### config.mk
export PLATFORM = sky130hd
export DESIGN_NAME = ta_sync_capture
export DESIGN_NICKNAME = d
export VERILOG_FILES = /design/src/rtl/ta_sync_pkg.sv /design/src/rtl/ta_sync_wdog.sv /design/src/rtl/ta_sync_capture.sv
export SDC_FILE = /design/constraint.sdc
export NUM_CORES = 1
export LEC_CHECK = 0
export BUFFER_PORTS_ARGS = -buffer_cell sky130_fd_sc_hd__buf_2
export CORE_MARGIN = 1
export CORE_UTILIZATION = 45
export CTS_CLUSTER_DIAMETER = 60
export DETAILED_ROUTE_END_ITERATION = 10
export GPL_TIMING_DRIVEN = 0
export PLACE_DENSITY = 0.69
export SLEW_MARGIN = 20
export SYNTH_ARGS = -nofsm -noshare
export SYNTH_HDL_FRONTEND = slang
export SYNTH_HIERARCHICAL = 1
export SYNTH_SLANG_ARGS = --single-unit
export TNS_END_PERCENT = 5
### constraint.sdc
create_clock -name clk50 -period 2.3 [get_ports clk50]
set_input_delay 0.46 -clock clk50 [delete_from_list [all_inputs] [get_ports clk50]]
set_output_delay 0.46 -clock clk50 [all_outputs]
set_load 0.05 [all_outputs]
### src/rtl/ta_sync_pkg.sv
// Shared definitions for the capture sync chain: FSM state encoding and
// default geometry for the capture RAM and inactivity watchdog.
package ta_sync_pkg;

  typedef enum logic [1:0] {
    S_RDY = 2'd0,
    S_CAP = 2'd1,
    S_END = 2'd2
  } sync_st_e;

  localparam int DEF_DW      = 16;
  localparam int DEF_AW      = 10;
  localparam int DEF_CAP_LEN = 1024;
  localparam int DEF_TO_W    = 16;

endpackage

### src/rtl/ta_sync_wdog.sv
// Inactivity counter: expire pulses on the tick that brings the count to
// all-ones, i.e. after 2^TO_W-1 consecutive ticks with no clear.
module ta_sync_wdog
  import ta_sync_pkg::*;
#(
  parameter int TO_W = DEF_TO_W
) (
  input  logic clk50,
  input  logic rst,
  input  logic clr,
  input  logic tick,
  output logic expire
);

  localparam logic [TO_W-1:0] PRE = ~TO_W'(1);

  logic [TO_W-1:0] cnt;

  assign expire = tick & (cnt == PRE);

  always_ff @(posedge clk50) begin
    if (rst || clr)
      cnt <= '0;
    else if (tick && cnt != '1)
      cnt <= cnt + TO_W'(1);
  end

endmodule

### src/rtl/ta_sync_capture.sv
// Capture sink for the sync controller: on trigger, writes one burst of
// CAP_LEN valid samples to the capture RAM, guarded by an idle watchdog.
module ta_sync_capture
  import ta_sync_pkg::*;
#(
  parameter int DW      = DEF_DW,
  parameter int AW      = DEF_AW,
  parameter int CAP_LEN = DEF_CAP_LEN,
  parameter int TO_W    = DEF_TO_W
) (
  input  logic          clk50,
  input  logic          rst,
  input  logic          sync_trig,
  output logic          syncr_rdy,
  input  logic          mem_reset,
  input  logic [DW-1:0] din,
  input  logic          din_vld,
  output logic          wr_en,
  output logic [AW-1:0] wr_addr,
  output logic [DW-1:0] wr_data,
  output logic [AW:0]   cap_cnt,
  output logic          cap_done,
  output logic          cap_err
);

  localparam int          CW   = AW + 1;
  localparam logic [AW:0] LAST = CW'(CAP_LEN - 1);

  sync_st_e st;
  logic     wd_clr, wd_tick, wd_exp;

  // Watchdog only runs while capturing; any accepted sample restarts it.
  assign wd_clr  = (st != S_CAP) | din_vld;
  assign wd_tick = (st == S_CAP) & ~din_vld;

  ta_sync_wdog #(.TO_W(TO_W)) u_wdog (
    .clk50  (clk50),
    .rst    (rst),
    .clr    (wd_clr),
    .tick   (wd_tick),
    .expire (wd_exp)
  );

  always_ff @(posedge clk50) begin
    if (rst) begin
      st        <= S_RDY;
      syncr_rdy <= 1'b1;
      wr_en     <= 1'b0;
      wr_addr   <= '0;
      wr_data   <= '0;
      cap_cnt   <= '0;
      cap_done  <= 1'b0;
      cap_err   <= 1'b0;
    end else begin
      wr_en <= 1'b0;
      case (st)
        S_RDY: begin
          if (sync_trig) begin
            st        <= S_CAP;
            syncr_rdy <= 1'b0;
            cap_cnt   <= '0;
            cap_done  <= 1'b0;
            cap_err   <= 1'b0;
          end else if (mem_reset) begin
            cap_cnt   <= '0;
            cap_done  <= 1'b0;
            cap_err   <= 1'b0;
            wr_addr   <= '0;
          end
        end
        S_CAP: begin
          if (din_vld) begin
            wr_en   <= 1'b1;
            wr_addr <= cap_cnt[AW-1:0];
            wr_data <= din;
            cap_cnt <= cap_cnt + CW'(1);
            if (cap_cnt == LAST) begin
              cap_done <= 1'b1;
              st       <= S_END;
            end
          end else if (wd_exp) begin
            cap_err <= 1'b1;
            st      <= S_END;
          end
        end
        S_END: begin
          // Hold off ready until the controller drops its trigger level.
          if (!sync_trig) begin
            st        <= S_RDY;
            syncr_rdy <= 1'b1;
          end
        end
        default: begin
          st        <= S_RDY;
          syncr_rdy <= 1'b1;
        end
      endcase
    end
  end

endmodule

Word level (Yosys, flattened, before mapping). Cells that the tools add are included.

Mux-type cells: 26. Bitwise operators: 5. Eq/ne operators: 17. Add/sub/neg operators: 2. Reduce and logical (&&, ||, !) cells: 12.

Operators with widths (count): 2-to-1 mux 11 bit (3); 2-to-1 mux 10 bit (3); case mux 11 bit (2 select lines) (1); case mux 10 bit (2 select lines) (1); adder 16 x 1 -> 16 bit (second input constant) (1); equality test 16 bit (second input constant) (1); != test 16 bit (second input constant) (1); AND reduction 4 bit (4); != test 2 bit (second input constant) (6); adder 11 x 1 -> 11 bit (second input constant) (1); equality test 11 x 10 -> 1 bit (second input constant) (1); 2-to-1 mux 2 bit (5); 2-to-1 mux 1 bit (9); != test 2 x 1 -> 1 bit (second input constant) (3); != test 3 x 2 -> 1 bit (second input constant) (2); case mux 2 bit (3 select lines) (1); AND reduction 3 bit (2); case mux 1 bit (2 select lines) (2); != test 3 bit (second input constant) (1); case mux 1 bit (3 select lines) (1); AND 1 bit (2); equality test 2 x 1 -> 1 bit (second input constant) (1); equality test 2 bit (second input constant) (1); logical NOT 2 bit (1); other kinds (7) (8).

Logic and storage cells: 71. Flip-flop bits (word level): 59.

Longest topological paths before layout. Gate-level depths: netlist (run 1).

Word-level depth: 6. Depth in mapped cells: 8.

Modules after synthesis. The synthesis (run 1) kept the hierarchy.

By module, submodules not included: ta_sync_capture (area an instance 1751.7 µm², instances 1, cells an instance 216); ta_sync_wdog (area an instance 905.9 µm², instances 1, cells an instance 105).

Worst setup path after synthesis (run 1). Ideal clock, no wire load.

Kind: register to register. From: register st[1]. To: register u_wdog.cnt[15]. Data required time: 2.229 ns. Library setup time: 0.071 ns. Data arrival time: 2.253 ns. Stages on the path, launching flop included: 7. Clock period less this slack: 2.323 ns. Slack: -0.023 ns. Cell sequence: dfxtp_1 -> clkbuf_1 -> nor3_1 -> and4_4 -> nand4_4 -> or4_1 -> a21oi_1.

Cells in the longest elaborated chain, start to end: 3. Elaborated cells between the ends (all ways): 6.

Ends and longest elaborated chain: start: declaration (line ta_sync_capture.sv:29) `sync_st_e st;`; start signal: assignment (line ta_sync_capture.sv:46) `st <= S_RDY;`; start signal: assignment (line ta_sync_capture.sv:59) `st <= S_CAP;`; start signal: assignment (line ta_sync_capture.sv:79) `st <= S_END;`; equality test 2 x 1 -> 1 bit (line ta_sync_capture.sv:34) `assign wd_tick = (st == S_CAP) & ~din_vld;`; AND 1 bit (line ta_sync_capture.sv:34); net wd_tick (line ta_sync_capture.sv:30) `logic wd_clr, wd_tick, wd_exp;`; logical AND 1 bit (line ta_sync_wdog.sv:24) `else if (tick && cnt != '1)`; end signal: assignment (line ta_sync_wdog.sv:25) `cnt <= cnt + TO_W'(1);`; end: declaration (line ta_sync_wdog.sv:17) `logic [TO_W-1:0] cnt;`.

The timed path passes the listed nets, and every way through them passes these cells. A chain may end at the register's enable or synchronous reset.

Final worst setup path (run 1). Same ends and word-level chain as after synthesis.

==> run_results.csv, run 1 <==
group,metric,value,unit
clock_tree,cts_buffers,9,
logic_synthesis,synth_cell_types,55,
die,placementRows,27,
die,io_pins,62,
critical_path,path_class,"flip-flop to flip-flop",
logic_synthesis,synth_edf_count,0,
clock_tree,ctsHoldBuffers,0,
routing,drc,0,
critical_path,startpoint_type,"flip-flop",
logic_synthesis,yosysTopAreaCell,"dfxtp_1",
critical_path,cp_top_family,"simple AND/OR/NAND/NOR gates",
clock_tree,ctsRootBufferMaster,"clkbuf_8",
grt,antenna_found_initial,0,
sta,tightestPinTransition,685,ps
routing,drt_pass1_iterations,4,
sta,finalCriticalPeriod,2100,ps
worst_hold_path,holdPathStages,3,
routing,first_iter_violations,167,
pwr,clkPwrFrac,43.0,%
final_layout,syn_to_final_growth,23.2,%
sta,finalCritPeriodShare,91.3,%
critical_path,worstPathArrival,2350,ps
logic_synthesis,syn-num-nets,345,
logic_synthesis,mappedNetlistArea,2660,µm²
job,maxCapViolations,0,
logic_synthesis,synthFlopType,"dfxtp_1",
critical_path,rr_worst_depth,6,
routing,drtAntennaViolNets,0,
sta,clock-skew-final,13.1,ps
clock_tree,path_clk_slew,80,ps
die,fp.dieArea,6220,µm²
status,outcome,"finished clean",
grt,grt_use_total,21.8,%
critical_path,path_cells,"clkbuf_2 -> nor3_4 -> and4_4 -> nand4_4 -> or4_1 -> a21oi_1",
critical_path,slowest_stage,"or4_1",
clock_tree,h-tree-depth,3,
critical_path,path_max_fanout,10,
sta,rsz0062_at_grt,"false",
clock_tree,cts_tree,"done",
routing,vias,2518,
clock_tree,clock-sinks,59,
die,initial_core_util,47.4,%
routing,viasPerCell,5.35,
routing,drt-total-wl,6050,µm
critical_path,path_depth,6,
grt,grt_pass1_wl,10700,µm
pwr,p_sw,0.584,mW
logic_synthesis,synthArstFlopShare,0,%
final_layout,drive_gt1_share,25.1,%
pwr,pwr-share-seq,47.9,%
sta,setup_viol,0,
placement,place.gp.congestion,0.857,
sta,report.final.hold_viol_count,0,
logic_synthesis,seq_area_frac_synth,44.4,%
grt,grt_pass1_vias,2350,
logic_synthesis,ys_warn_count,6,
pwr,ir_drop,0.542,mV
placement,dpl.hpwl,4320,µm
logic_synthesis,postSynthCellCount,321,
pwr,p_int,1.60,mW
worst_hold_path,hp-class,"input pin to flip-flop",
sta,drv_slew,0,
pwr,power,2.18,mW
sta,max_freq,0.476,GHz
final_layout,layout.nets,418,
logic_synthesis,synth_seq_cells,59,
grt,overflow,0,
placement,io_buffers,61,
clock_tree,clockBufferDepth,2,
clock_tree,clock_latency,340,ps
final_layout,n_antenna_cell,0,
logic_synthesis,postSynthAreaPerCell,8.28,µm²
pwr,p_leak,1.37,nW
die,die_w,78.9,µm
pwr,p_per_area,667,nW/µm²
routing,wl_per_cell,12.8,µm
critical_path,crit_buf_inv,1,
die,core-area,5610,µm²
final_layout,design_area,3270,µm²
grt,grt_max_degree,13,
final_layout,num-fill-cells,556,
placement,placed_area,3060,µm²
pwr,switching_share,26.7,%
critical_path,required,2550,ps
critical_path,critPathMaxStageDelay,510,ps
sta,relSlewSlack,53.9,%
die,die_h,78.9,µm
logic_synthesis,yosysTopAreaCellShare,44.4,%
logic_synthesis,ys_top_cells_by_area,"dfxtp_1 44%, nand2_1 8.1%, a21oi_1 7.7%",
critical_path,cp-end-kind,"flip-flop",
pwr,pwr-share-comb,9.1,%
==> tightest hold or removal path: stages <==
cell     delay (ps)
buf_2            90
nand2_1          40
a21oi_1          50
==> layout make-up <==
| class | instances | area, µm² | area share [%] |
|---|---|---|---|
| buffer | 18 | 80.1 | 2.45 |
| multi-input combinational | 240 | 1390 | 42.6 |
| sequential | 59 | 1180 | 36.1 |
| inverter | 4 | 15.0 | 0.459 |
| clock inverter | 7 | 76.3 | 2.33 |
| clock buffer | 9 | 124 | 3.78 |
| tap | 72 | 90.1 | 2.75 |
| timing repair buffer | 62 | 313 | 9.56 |
==> what timing repair did <==
item / 4_1_cts / 5_1_grt
pin swaps: 1 / 1
setup buffers: 0 / 1
endpoints found under the setup margin: 5 / 10
gates resized for setup: 1 / 2
==> kinds of logic after synthesis <==
kind of cell / share of synthesized area, %
and+or+nand+nor: 31.7
AOI/OAI and AO/OA: 16.1
DFF: 44.4
buffers and inverters: 3.53
xor gates and xnor gates: 1.32
muxes: 1.55
adders and majority gates: 1.41
==> power groups by stage <==
stage                     clock network [mW]  logic [mW]  registers [mW]
final                                  0.939       0.198            1.05
after global routing                    1.02       0.218            1.05
after CTS                              0.965       0.198            1.05
after detailed placement                   0       0.196            1.07
after global placement                     0       0.194            1.07
after floorplan                            0      0.0847            1.12
==> synth_stat cells (all sizes together), types with 3 or more instances <==
cell,n
o21ai,7
mux2i,3
nand3,16
a31oi,5
and3,5
clkbuf,16
nor3,8
nor4,4
o31ai,3
nand2,57
nand4,14
nor2b,3
xnor2,3
or3,6
and4,5
or4,3
dfxtp,59
a21oi,42
nor2,24
ha,3
inv,4
==> routing by layer <==
layer / track usage [%] / wire length [µm] / vias to the layer above
li1: - / - / 1301
met1: 28.3 / 2910 / 1160
met2: 33.7 / 2750 / 51
met3: 7.59 / 312 / 6
met4: 6.73 / 66 / 0
met5: 0 / 0 / -
==> metrics by stage <==
step	worst slack [ps]	cells	util (%)	hold slack [ps]	TNS, ps
2_1_floorplan	129	321	-	461	0
3_3_place_gp	-72.8	454	54.5	436	-72.8
3_5_place_dp	-131	454	54.5	444	-152
4_1_cts	2.59	470	58.2	331	0
5_1_grt	57.3	471	58.4	335	0
6_report	199	471	58.4	348	0
==> cell usage in the layout (no fill, tap or decap), types with 4 or more instances in the layout <==
master | synthesis | layout
a21oi_1 | 41 | 41
a31oi_1 | 5 | 5
buf_2 | 1 | 62
clkbuf_1 | 14 | 13
clkbuf_8 | 0 | 9
dfxtp_1 | 59 | 59
inv_1 | 4 | 4
nand2_1 | 57 | 57
nand3_1 | 16 | 16
nand4_1 | 12 | 12
nor2_1 | 24 | 24
nor3_1 | 6 | 5
o21ai_0 | 7 | 7
or3_1 | 6 | 6
==> state kept, by name, summed over array words and instances, names as in the netlist <==
name	flops
wr_en	1
wr_data	16
u_wdog/cnt	16
st	2
wr_addr	10
cap_cnt	11
cap_done	1
cap_err	1
syncr_rdy	1
==> final timing paths <==
| check | startpoint | endpoint | slack, ps |
|---|---|---|---|
| worst min-delay path | din[14] | wr_data[14] | 350 |
| worst min register to register | wr_addr[5] | wr_addr[5] | 450 |
| worst max-delay path | st[1] | u_wdog/cnt[15] | 200 |
| worst max register to register | st[1] | u_wdog/cnt[15] | 200 |
Power figures use the tool's default switching activity.
==> run 2, diff against run 1 <==
--- a/config.mk
+++ b/config.mk
@@ -5,13 +5,14 @@
 export SDC_FILE = /design/constraint.sdc
 export NUM_CORES = 1
 export LEC_CHECK = 0
+export ABC_AREA = 1
 export BUFFER_PORTS_ARGS = -buffer_cell sky130_fd_sc_hd__buf_2
 export CORE_MARGIN = 1
-export CORE_UTILIZATION = 45
+export CORE_UTILIZATION = 41
 export CTS_CLUSTER_DIAMETER = 60
 export DETAILED_ROUTE_END_ITERATION = 10
 export GPL_TIMING_DRIVEN = 0
-export PLACE_DENSITY = 0.69
+export PLACE_DENSITY = 0.63
 export SLEW_MARGIN = 20
 export SYNTH_ARGS = -nofsm -noshare
 export SYNTH_HDL_FRONTEND = slang
==> run_results.csv, run 2 <==
group,metric,value,unit
sta,relSlewSlack,71.8,%
routing,vias,2741,
pwr,ir_drop,0.489,mV
final_layout,n_antenna_cell,0,
logic_synthesis,synthFlopType,"dfxtp_1",
sta,setup_viol,0,
sta,fin_ws,285,ps
pwr,p_per_area,743,nW/µm²
clock_tree,postCtsSetupBuffers,0,
sta,fin_setup_tns,0,ps
critical_path,cp-end-kind,"flip-flop",
die,fp.dieArea,7250,µm²
logic_synthesis,yosys-top-cells-count,"129 x nand2_1, 59 x dfxtp_1, 43 x nor2_1",
pwr,switching_share,33.1,%
clock_tree,clockBufferDepth,2,
sta,finalCriticalPeriod,2020,ps
job,maxCapViolations,0,
die,io_pins,62,
final_layout,design_area,3440,µm²
final_layout,drive_gt1_share,22.7,%
logic_synthesis,ys_top_cells_by_area,"dfxtp_1 42%, nand2_1 17%, a21oi_1 6.7%",
critical_path,slowest_stage,"nor4_1",
final_layout,layout.nets,503,
sta,max_freq,0.496,GHz
sta,report.final.hold_viol_count,0,
sta,rsz0062_at_grt,"false",
final_layout,post-route-util,53.0,%
critical_path,path_class,"flip-flop to flip-flop",
sta,whs,350,ps
clock_tree,clock-sinks,59,
placement,place_ws,178,ps
clock_tree,h-tree-depth,3,
critical_path,worstPathArrival,2250,ps
pwr,p_leak,1.48,nW
worst_hold_path,hp-class,"input pin to flip-flop",
logic_synthesis,synth_cell_types,33,
routing,drt-total-wl,6560,µm
logic_synthesis,postSynthAreaPerCell,6.97,µm²
sta,clock-skew-final,12.2,ps
pwr,pwr-share-seq,43.2,%
clock_tree,cts_tree,"done",
final_layout,syn_to_final_growth,21.3,%
clock_tree,ctsHoldBuffers,0,
logic_synthesis,mappedNetlistArea,2840,µm²
die,die_h,85.2,µm
clock_tree,path_clk_slew,80,ps
critical_path,startpoint_type,"flip-flop",
routing,drc,0,
grt,overflow,0,
placement,place.gp.congestion,0.794,
routing,drt_pass1_iterations,4,
grt,grt_use_total,19.2,%
critical_path,path_cells,"inv_2 -> nand2_1 -> nor2_1 -> buf_6 -> nand2_1 -> nor4_1 -> nor3_1 -> nand3b_1 -> nand2_1 -> inv_1",
placement,dpl.hpwl,4760,µm
pwr,clkPwrFrac,37.6,%
sta,drv_slew,0,
logic_synthesis,seq_area_frac_synth,41.7,%
die,core-area,6490,µm²
placement,io_buffers,61,
die,die_w,85.2,µm
critical_path,critPathMaxStageDelay,410,ps
logic_synthesis,syn-num-nets,431,
critical_path,crit_buf_inv,3,
clock_tree,cts_buffers,9,
logic_synthesis,synthArstFlopShare,0,%
status,outcome,"finished clean",
final_layout,final_cell_mix,"129 x nand2_1, 62 x buf_2, 59 x dfxtp_1",
pwr,p_sw,0.847,mW
grt,grt_pass1_vias,2573,
die,placementRows,29,
final_layout,fin_cells,561,
grt,grt_max_degree,13,
die,initial_core_util,43.7,%
clock_tree,ctsRootBufferMaster,"clkbuf_8",
logic_synthesis,yosysMostFrequentCell,"nand2_1",
pwr,power,2.56,mW
routing,drtAntennaViolNets,0,
grt,grt_pass1_wl,11200,µm
logic_synthesis,synth_seq_cells,59,
placement,placed_area,3240,µm²
routing,viasPerCell,4.89,
critical_path,path_max_fanout,9,
final_layout,top_regs,"u_wdog/cnt (16), wr_data (16), cap_cnt (11)",
pwr,p_int,1.71,mW
routing,first_iter_violations,70,
logic_synthesis,yosysTopAreaCellShare,41.7,%
final_layout,final_common_cell,"nand2_1",
critical_path,required,2540,ps
placement,dp_cells,545,
critical_path,cp_top_family,"simple AND/OR/NAND/NOR gates",
logic_synthesis,synth_edf_count,0,
sta,tightestPinTransition,419,ps
grt,antenna_found_initial,0,
logic_synthesis,ys_warn_count,6,
logic_synthesis,yosysTopAreaCell,"dfxtp_1",
sta,finalCritPeriodShare,87.6,%
critical_path,cp_common_cell,"nand2_1",
routing,wl_per_cell,11.7,µm
pwr,pwr-share-comb,19.2,%
clock_tree,clock_latency,350,ps
logic_synthesis,postSynthCellCount,407,
run 2: cell types whose count changed after synthesis, moves of 8 or more:
cell      before  now
inv_1          4   35
nor2_1        24   43
nand2_1       57  129
o21ai_0        7   15
clkbuf_1      14    3
run 2: path summary, 6_finish.rpt:
| path | from | endpoint | slack [ps] | cells past startpoint |
|---|---|---|---|---|
| setup / recovery | st[1] | st[0] | 280 | 10 |
| setup reg to reg | st[1] | st[0] | 280 | 10 |
| hold reg to reg | cap_done | cap_done | 460 | 1 |
| hold / removal | din[14] | wr_data[14] | 350 | 3 |
run 2: cell type report:
| class | count | area [µm²] |
|---|---|---|
| Clock inverter | 7 | 76.3 |
| Fill cell | 680 | 3060 |
| Sequential cell | 59 | 1180 |
| Timing Repair Buffer | 61 | 305 |
| Multi-Input combinational cell | 296 | 1420 |
| Inverter | 42 | 161 |
| Clock buffer | 9 | 124 |
| Tap cell | 77 | 96.3 |
| Buffer | 10 | 72.6 |
run 2: power by group through the flow:
| stage | Clock [mW] | Sequential [mW] | Combinational [mW] |
|---|---|---|---|
| after floorplan | 0 | 1.28 | 0.211 |
| after global placement | 0 | 1.13 | 0.489 |
| after detailed placement | 0 | 1.13 | 0.492 |
| after CTS | 0.988 | 1.10 | 0.493 |
| after global routing | 1.03 | 1.11 | 0.531 |
| final | 0.962 | 1.10 | 0.491 |
run 2: layer usage:
| metal | global-route usage (%) | part of all wire [%] | wire, µm | up-vias |
|---|---|---|---|---|
| met1 | 23.1 | 47 | 3060 | 1232 |
| li1 | - | - | - | 1440 |
| met4 | 4.16 | 0.67 | 44 | 0 |
| met5 | 0 | 0 | 0 | - |
| met2 | 32.9 | 47 | 3050 | 64 |
| met3 | 6.91 | 6.1 | 398 | 5 |
run 2: what timing repair did:
| item | in CTS | in global routing |
|---|---|---|
| setup endpoints to repair | 0 | 9 |
| resized for setup | 0 | 1 |
| hold endpoints to repair | 0 | 0 |
run 2: cells by family after synthesis:
group	synth area share (%)
fa+ha+maj	1.32
compound gates	10.9
buf+inv	8.25
xor+xnor	1.54
simple gates	36.3
flops	41.7
run 2: worst reg2reg max path: stages, from the launching register on:
cell and delay [ps]:
dfxtp_1 350, inv_2 90, nand2_1 190, nor2_1 240, buf_6 170, nand2_1 60, nor4_1 410, nor3_1 120
nand3b_1 190, nand2_1 70, inv_1 40
==> run 3, diff against run 2 <==
--- a/config.mk
+++ b/config.mk
@@ -12,7 +12,8 @@
 export CTS_CLUSTER_DIAMETER = 60
 export DETAILED_ROUTE_END_ITERATION = 10
 export GPL_TIMING_DRIVEN = 0
-export PLACE_DENSITY = 0.63
+export PLACE_DENSITY = 0.69
+export RECOVER_POWER = 25
 export SLEW_MARGIN = 20
 export SYNTH_ARGS = -nofsm -noshare
 export SYNTH_HDL_FRONTEND = slang
==> run_results.csv, run 3 (synthesized netlist as in run 2, its figures left out) <==
group,metric,value,unit
status,outcome,"finished clean",
routing,highest_layer,"met4",
pwr,power,2.54,mW
placement,dpl.hpwl,4830,µm
routing,met2_length,3030,µm
final_layout,num-fill-cells,654,
grt,grt_use_total,19.6,%
final_layout,final_cell_mix,"131 x nand2_1, 61 x buf_2, 59 x dfxtp_1",
sta,fin_ws,200,ps
routing,viasPerCell,4.84,
sta,tightestPinTransition,614,ps
routing,drt_pass1_iterations,4,
routing,first_iter_violations,109,
critical_path,crit_buf_inv,3,
final_layout,n_antenna_cell,0,
final_layout,design_area,3410,µm²
critical_path,worstPathArrival,2360,ps
worst_hold_path,hp-class,"input pin to flip-flop",
pwr,switching_share,32.3,%
sta,setup_viol,0,
critical_path,path_class,"flip-flop to flip-flop",
routing,vias,2714,
placement,io_buffers,61,
die,io_pins,62,
sta,finalCritPeriodShare,91.3,%
die,placementRows,29,
final_layout,final_common_cell,"nand2_1",
grt,grt_pass1_vias,2543,
sta,max_freq,0.476,GHz
critical_path,required,2560,ps
placement,dp_cells,545,
routing,drtAntennaViolNets,0,
placement,place.gp.congestion,0.913,
die,die_h,85.2,µm
grt,grt_max_degree,12,
pwr,p_int,1.72,mW
critical_path,path_cells,"inv_2 -> nand2_1 -> nor2_1 -> inv_2 -> nor2_1 -> clkinv_1 -> a21oi_1",
clock_tree,clock-sinks,59,
pwr,clkPwrFrac,38.0,%
clock_tree,path_clk_slew,70,ps
grt,grt_pass1_wl,11300,µm
sta,fin_setup_tns,0,ps
die,die_w,85.2,µm
placement,place_ws,192,ps
sta,drv_slew,0,
die,core-area,6490,µm²
final_layout,top_regs,"u_wdog/cnt (16), wr_data (16), cap_cnt (11)",
clock_tree,ctsHoldBuffers,0,
final_layout,seq_area,1180,µm²
clock_tree,cts_tree,"done",
grt,antenna_found_initial,0,
clock_tree,clockBufferDepth,2,
die,fp.dieArea,7250,µm²
final_layout,fin_cells,561,
routing,wl_per_cell,11.7,µm
critical_path,cp-end-kind,"flip-flop",
sta,rsz0062_at_grt,"false",
routing,drt-met1-wl,3130,µm
pwr,pwr-share-comb,18.6,%
critical_path,path_max_fanout,9,
critical_path,cp_top_family,"simple AND/OR/NAND/NOR gates",
routing,drt-total-wl,6570,µm
clock_tree,postCtsSetupBuffers,0,
clock_tree,h-tree-depth,3,
pwr,p_per_area,745,nW/µm²
sta,report.final.hold_viol_count,0,
sta,relSlewSlack,59.2,%
routing,wl_met3,328,µm
clock_tree,ctsResizeCount,0,
pwr,pwr-share-seq,43.4,%
clock_tree,ctsRootBufferMaster,"clkbuf_8",
job,maxCapViolations,0,
sta,finalCriticalPeriod,2100,ps
critical_path,slowest_stage,"nor2_1",
sta,clock-skew-final,9.59,ps
critical_path,startpoint_type,"flip-flop",
clock_tree,clock_latency,340,ps
pwr,p_sw,0.821,mW
final_layout,multi_input_area,1410,µm²
final_layout,drive_gt1_share,21.1,%
final_layout,layout.nets,503,
pwr,ir_drop,0.452,mV
die,initial_core_util,43.7,%
final_layout,syn_to_final_growth,20.3,%
placement,placed_area,3240,µm²
routing,drc,0,
grt,overflow,0,
pwr,p_leak,1.46,nW
clock_tree,cts_buffers,9,
critical_path,critPathMaxStageDelay,450,ps
==> run 3: cell types whose count changed in the layout (fill, tap and decap cells not counted), moves of 2 or more <==
cell,before,now
buf_4,3,0
clkbuf_1,3,7
nand2_1,129,131
nand2_2,4,2
nor2_1,42,44
nor2_2,6,4
==> run 3: routing by layer <==
metal  track usage, %  vias to the layer above
li1                 -                     1440
met1             24.8                     1200
met2             32.1                       65
met3             6.13                        9
met4             5.86                        0
met5                0                        -
==> run 3: power groups by stage <==
stage               Clock [mW]  Sequential, mW  Combinational, mW
floorplan                    0            1.28              0.211
global placement             0            1.13              0.487
detailed placement           0            1.13              0.493
CTS                      0.993            1.10              0.495
global route              1.05            1.11              0.518
finish                   0.964            1.10              0.473
==> run 3: layout make-up <==
type | instances | area share [%]
buffer | 10 | 1.61
clock buffer | 10 | 4.04
clock inverter | 6 | 1.87
inverter | 42 | 4.70
multi-input combinational | 296 | 41.4
sequential | 59 | 34.6
tap | 77 | 2.82
timing repair buffer | 61 | 8.91
==> run 3: metrics by stage <==
step / hold WS [ps] / util [%]
global route: 351 / 52.5
detailed placement: 453 / 49.8
floorplan: 482 / -
CTS: 342 / 52.9
finish: 362 / 52.5
global placement: 447 / 49.8
==> run 3: final timing paths <==
kind	from	to	slack, ps	cells after the start
setup / recovery	st[1]	u_wdog/cnt[2]	200	7
hold / removal	din[8]	wr_data[8]	360	3
setup reg to reg	st[1]	u_wdog/cnt[2]	200	7
hold reg to reg	cap_done	cap_done	460	1
==> run 3: tightest hold or removal path: cells and delay by family <==
family,cells,cell delay (ps)
and+or+nand+nor,1,50
buffers and inverters,1,90
AOI/OAI and AO/OA,1,50
